===== src/rtl/bcd_stopwatch4_pkg.sv =====
// Shared definitions for the stopwatch and the display-path blocks it feeds:
// FSM state encodings and the largest legal BCD digit value.
package bcd_stopwatch4_pkg;

  typedef enum logic [1:0] {
    IDLE  = 2'd0,
    RUN   = 2'd1,
    PAUSE = 2'd2
  } state_t;

  localparam logic [3:0] BCD_MAX = 4'd9;

endpackage


===== src/rtl/bcd_stopwatch4_digit.sv =====
// One BCD decade: counts 0..9 on inc and passes a carry to the next decade
// in the same cycle that it wraps 9 -> 0.
module bcd_digit
  import bcd_stopwatch4_pkg::*;
(
  input  logic       clock,
  input  logic       reset,
  input  logic       clr,
  input  logic       inc,
  output logic [3:0] q,
  output logic       carry_out
);

  assign carry_out = inc && (q == BCD_MAX);

  // NOTE: sequential state uses non-blocking assignments so every decade samples its neighbour's pre-edge value.
  always_ff @(posedge clock) begin
    if (reset || clr) begin
      q <= 4'd0;
    end else if (inc) begin
      q <= (q == BCD_MAX) ? 4'd0 : q + 4'd1;
    end
  end

endmodule


===== src/rtl/bcd_stopwatch4.sv =====
// Four-digit BCD stopwatch: start/stop button FSM, tick prescaler and a
// cascade of four BCD decades with a sticky overflow flag.
module bcd_stopwatch4
  import bcd_stopwatch4_pkg::*;
#(
  parameter int TICK_DIV = 1000000
) (
  input  logic       clock,
  input  logic       reset,
  input  logic       start_stop,
  input  logic       clear,
  output logic [3:0] digit0,
  output logic [3:0] digit1,
  output logic [3:0] digit2,
  output logic [3:0] digit3,
  output logic       running,
  output logic       overflow
);

  localparam int PW = $clog2(TICK_DIV);
  localparam logic [PW-1:0] PRESC_MAX = PW'(TICK_DIV - 1);

  state_t        state;
  logic [PW-1:0] presc;
  logic          start_stop_q;
  logic          press;
  logic          tick;
  logic [3:0]    carry;

  assign press = start_stop & ~start_stop_q;
  assign tick  = (state == RUN) && (presc == PRESC_MAX);

  always_ff @(posedge clock) begin
    if (reset) begin
      state        <= IDLE;
      running      <= 1'b0;
      presc        <= '0;
      overflow     <= 1'b0;
      // NOTE: resets to 1 so a button held through reset is not seen as a press.
      start_stop_q <= 1'b1;
    end else begin
      start_stop_q <= start_stop;
      if (clear) begin
        state    <= IDLE;
        running  <= 1'b0;
        presc    <= '0;
        overflow <= 1'b0;
      end else begin
        case (state)
          IDLE:    if (press) begin state <= RUN;   running <= 1'b1; end
          RUN:     if (press) begin state <= PAUSE; running <= 1'b0; end
          PAUSE:   if (press) begin state <= RUN;   running <= 1'b1; end
          default: begin state <= IDLE; running <= 1'b0; end
        endcase

        // Prescaler phase survives PAUSE so resumed timing stays exact.
        if (state == RUN) begin
          presc <= tick ? '0 : presc + 1'b1;
        end else if (state == IDLE) begin
          presc <= '0;
        end

        if (carry[3]) begin
          overflow <= 1'b1;
        end
      end
    end
  end

  bcd_digit u_digit0 (.clock(clock), .reset(reset), .clr(clear), .inc(tick),
                      .q(digit0), .carry_out(carry[0]));
  bcd_digit u_digit1 (.clock(clock), .reset(reset), .clr(clear), .inc(carry[0]),
                      .q(digit1), .carry_out(carry[1]));
  bcd_digit u_digit2 (.clock(clock), .reset(reset), .clr(clear), .inc(carry[1]),
                      .q(digit2), .carry_out(carry[2]));
  bcd_digit u_digit3 (.clock(clock), .reset(reset), .clr(clear), .inc(carry[2]),
                      .q(digit3), .carry_out(carry[3]));

endmodule


===== config.mk =====
export PLATFORM = sky130hd
export DESIGN_NAME = bcd_stopwatch4
export DESIGN_NICKNAME = d
export VERILOG_FILES = /design/src/rtl/bcd_stopwatch4_pkg.sv /design/src/rtl/bcd_stopwatch4_digit.sv /design/src/rtl/bcd_stopwatch4.sv
export SDC_FILE = /design/constraint.sdc
export NUM_CORES = 1
export LEC_CHECK = 0
export ABC_AREA = 1
export CELL_PAD_IN_SITES_DETAIL_PLACEMENT = 0
export CELL_PAD_IN_SITES_GLOBAL_PLACEMENT = 1
export CORE_UTILIZATION = 40
export CTS_CLUSTER_DIAMETER = 80
export DETAILED_ROUTE_END_ITERATION = 10
export GPL_TIMING_DRIVEN = 0
export PLACE_DENSITY_LB_ADDON = 0.25
export REMOVE_ABC_BUFFERS = 1
export SETUP_SLACK_MARGIN = 0.05
export SYNTH_ARGS = -nofsm -noshare
export SYNTH_HDL_FRONTEND = slang
export SYNTH_SLANG_ARGS = --single-unit

===== constraint.sdc =====
create_clock -name clock -period 2.1 [get_ports clock]
set_input_delay 0.315 -clock clock [delete_from_list [all_inputs] [get_ports clock]]
set_output_delay 0.315 -clock clock [all_outputs]
set_load 0.01 [all_outputs]

==> qor.yml <==
clock_sinks: 41
row_count: 26
cts_hold_buf: 0
async_flop_share_pct: 0
start_util_pct: 42.7
holdPathStages: 2
worst_slew_pin_slew_ps: 781
root_buffer: "clkbuf_8"
met3_usage_pct: 4.29
hold_class: "flip-flop to flip-flop"
fillCellCount: 542
synthFlopType: "dfxtp_1"
p_total_mw: 1.39
path_cells: "ha_1 > nand3_2 > nor2_2 > nand3_2 > nand2_2 > inv_2 > o21ai_1 > nand3_1 > nand2_1 > inv_1"
grt_pass1_vias: 1924
grt_use_met2_pct: 29.2
numCtsBuffers: 5
crit_type: "flip-flop to flip-flop"
maxSlewHeadroom_pct: 47.9
use_met1_pct: 25.1
yosys.area.top_type: "dfxtp_1"
regToRegSetupSlack_ps: 240
synth_xor_area_share_pct: 1.57
layout.cells.non_filler: 433
crit_top_cell: "nand3_2"
synthTopCellsByArea: "dfxtp_1, nand2_1, nor2_1, inv_1, a21oi_1"
post-cts-setup-buffers: 0
cts_tree: "yes"
coreArea_um2: 5240
yosysTopAreaCellShare_pct: 36.7
syn_inst: 340
leakage_nw: 0.928
dieArea_um2: 5890
synthMuxAreaShare_pct: 0
synth_warnings: 0
slew_violations: 0
avgViaCountPerCell: 4.96
drtAntennaViolNets: 0
ir_drop_mv: 0.223
crit_slowest_cell: "dfxtp_1"
synth_top_family_by_area: "simple AND/OR/NAND/NOR gates"
synth_edf_count: 0
boundaryPins: 22
rsz0062_at_grt: "no"
clock_skew_ps: 11.1
grt_use_total_pct: 18.8
placedInstanceArea_um2: 2500
antenna_cells: 0
synth_area_per_cell_um2: 6.57
layout_commonest_cell: "nand2_1"
slowest_delay_ps: 380
dp.cells: 425
ys_types: 33
final.setup.tns_ps: 0
wire_per_inst_um: 11.7
clkTransAtPathRegs_ps: 90
synthesis.area_um2: 2230
startpoint_type: "flip-flop"
vias: 2148
period_needed_ps: 1860
power.density_nw_per_um2: 531
busiest_layer: "met2"
fmax_mhz: 538
post-dp-hpwl_um: 3600
hold_violations: 0
fp.dieH_um: 76.7
r2r_start: "presc[0]$_SDFFE_PP0P_"
fin_nets: 367
clock_path_buffers: 2
status: "complete, no violations"
final_cell_mix: "nand2_1, nor2_1, inv_1, dfxtp_1, a21oi_1"
routed_wl_um: 5050
r2r_cells: 10
finalCritPeriodShare_pct: 88.6
drt_iter0_markers: 153
first_pass_iters: 4
synth_simple_gate_area_share_pct: 39.1
synth_seq_area_share_pct: 36.7
die_w_um: 76.7
drc: 0
ys_seq_elements: 41
cts_resized: 3
cp.required_ps: 2300
cp_max_fo: 16
grt_max_degree: 23
synth-compound-area-share_pct: 12.6
htreeDepth: 2
yosys.area_share.adder_pct: 0.560
grt_pass1_wl_um: 8780
timing.rr.end: "presc[17]$_SDFFE_PP0P_"
end_kind: "flip-flop"
cp.arrival_ps: 2060
syn2layout_area_growth_pct: 16.7
gp_congestion: 0.772
setup_violations: 0
fin_area_um2: 2610
drive_above_1_share_pct: 8.54
max_cap_violations: 0
antenna_found_initial: 0
clock_latency_ps: 310
gr-total-overflow: 0
portBuffers: 21
whs_endpoint: "overflow$_SDFFE_PP0P_"
min_from: "overflow$_SDFFE_PP0P_"
layout make-up:
class                   count  area (um^2)  area share, %
inverters                  47          176           6.76
multi-input cells         246         1210           46.5
well taps                  70         87.6           3.36
clock inverters             2         13.8          0.528
clock buffers               6         82.6           3.17
repair buffers             21          210           8.06
flip-flops and latches     41          825           31.6
metal layers:
layer,routed length [um],up-vias
li1,-,1139
met5,0,-
met2,2100,47
met4,65,0
met1,2660,957
met3,233,5
per-stage QoR:
step	util (%)	hold slack [ps]	worst slack [ps]
after detailed placement	47.7	450	-937
final	49.8	462	240
after global placement	47.7	451	-964
after global routing	49.8	504	53.7
after CTS	49.7	468	198
after floorplan	-	419	422
kinds of logic (layout without fill, tap and decap cells):
kind of cell               after synthesis  in the layout
and+or+nand+nor                        190            190
xor gates and xnor gates                 4              4
DFF                                     41             41
buffers and inverters                   53             76
adders and majority gates                1              1
AOI/OAI and AO/OA                       51             51
how the worst max path moves through the flow:
stage	from	to	slack, ps	depth (start not counted)
global route	presc[0]$_SDFFE_PP0P_	presc[17]$_SDFFE_PP0P_	50	10
finish	presc[0]$_SDFFE_PP0P_	presc[17]$_SDFFE_PP0P_	240	10
global placement	reset	presc[0]$_SDFFE_PP0P_	-960	4
floorplan	clear	presc[0]$_SDFFE_PP0P_	420	3
detailed placement	reset	presc[0]$_SDFFE_PP0P_	-940	4
CTS	state[1]$_SDFFE_PP0P_	presc[17]$_SDFFE_PP0P_	200	10
registers in the layout (all words and copies together) (netlist names):
name	count
overflow	1
u_digit3.q	4
u_digit0.q	4
u_digit2.q	4
running	1
state	2
u_digit1.q	4
start_stop_q	1
presc	20
power by group:
part / internal (mW) / switching [mW] / total (mW)
combinational: 0.0128 / 0.0275 / 0.0403
clock: 0.267 / 0.298 / 0.565
sequential: 0.778 / 0.00355 / 0.782
synthesized netlist by cell type (all sizes together) (2+ instances only):
cell,n
a21oi,28
inv,47
clkbuf,4
dfxtp,41
xor2,4
nand2,87
nand4,8
o211ai,3
o21ai,15
nor2,52
or2,5
nor3,8
buf,2
nand3,28
worst max-delay path, delay by kind of cell (launching register included):
| kind | cells | cell delay, ps |
|---|---|---|
| and+or+nand+nor | 6 | 820 |
| DFF | 1 | 380 |
| adders and majority gates | 1 | 220 |
| buffers and inverters | 2 | 190 |
| AOI/OAI and AO/OA | 1 | 160 |
Power figures use the tool's default switching activity.
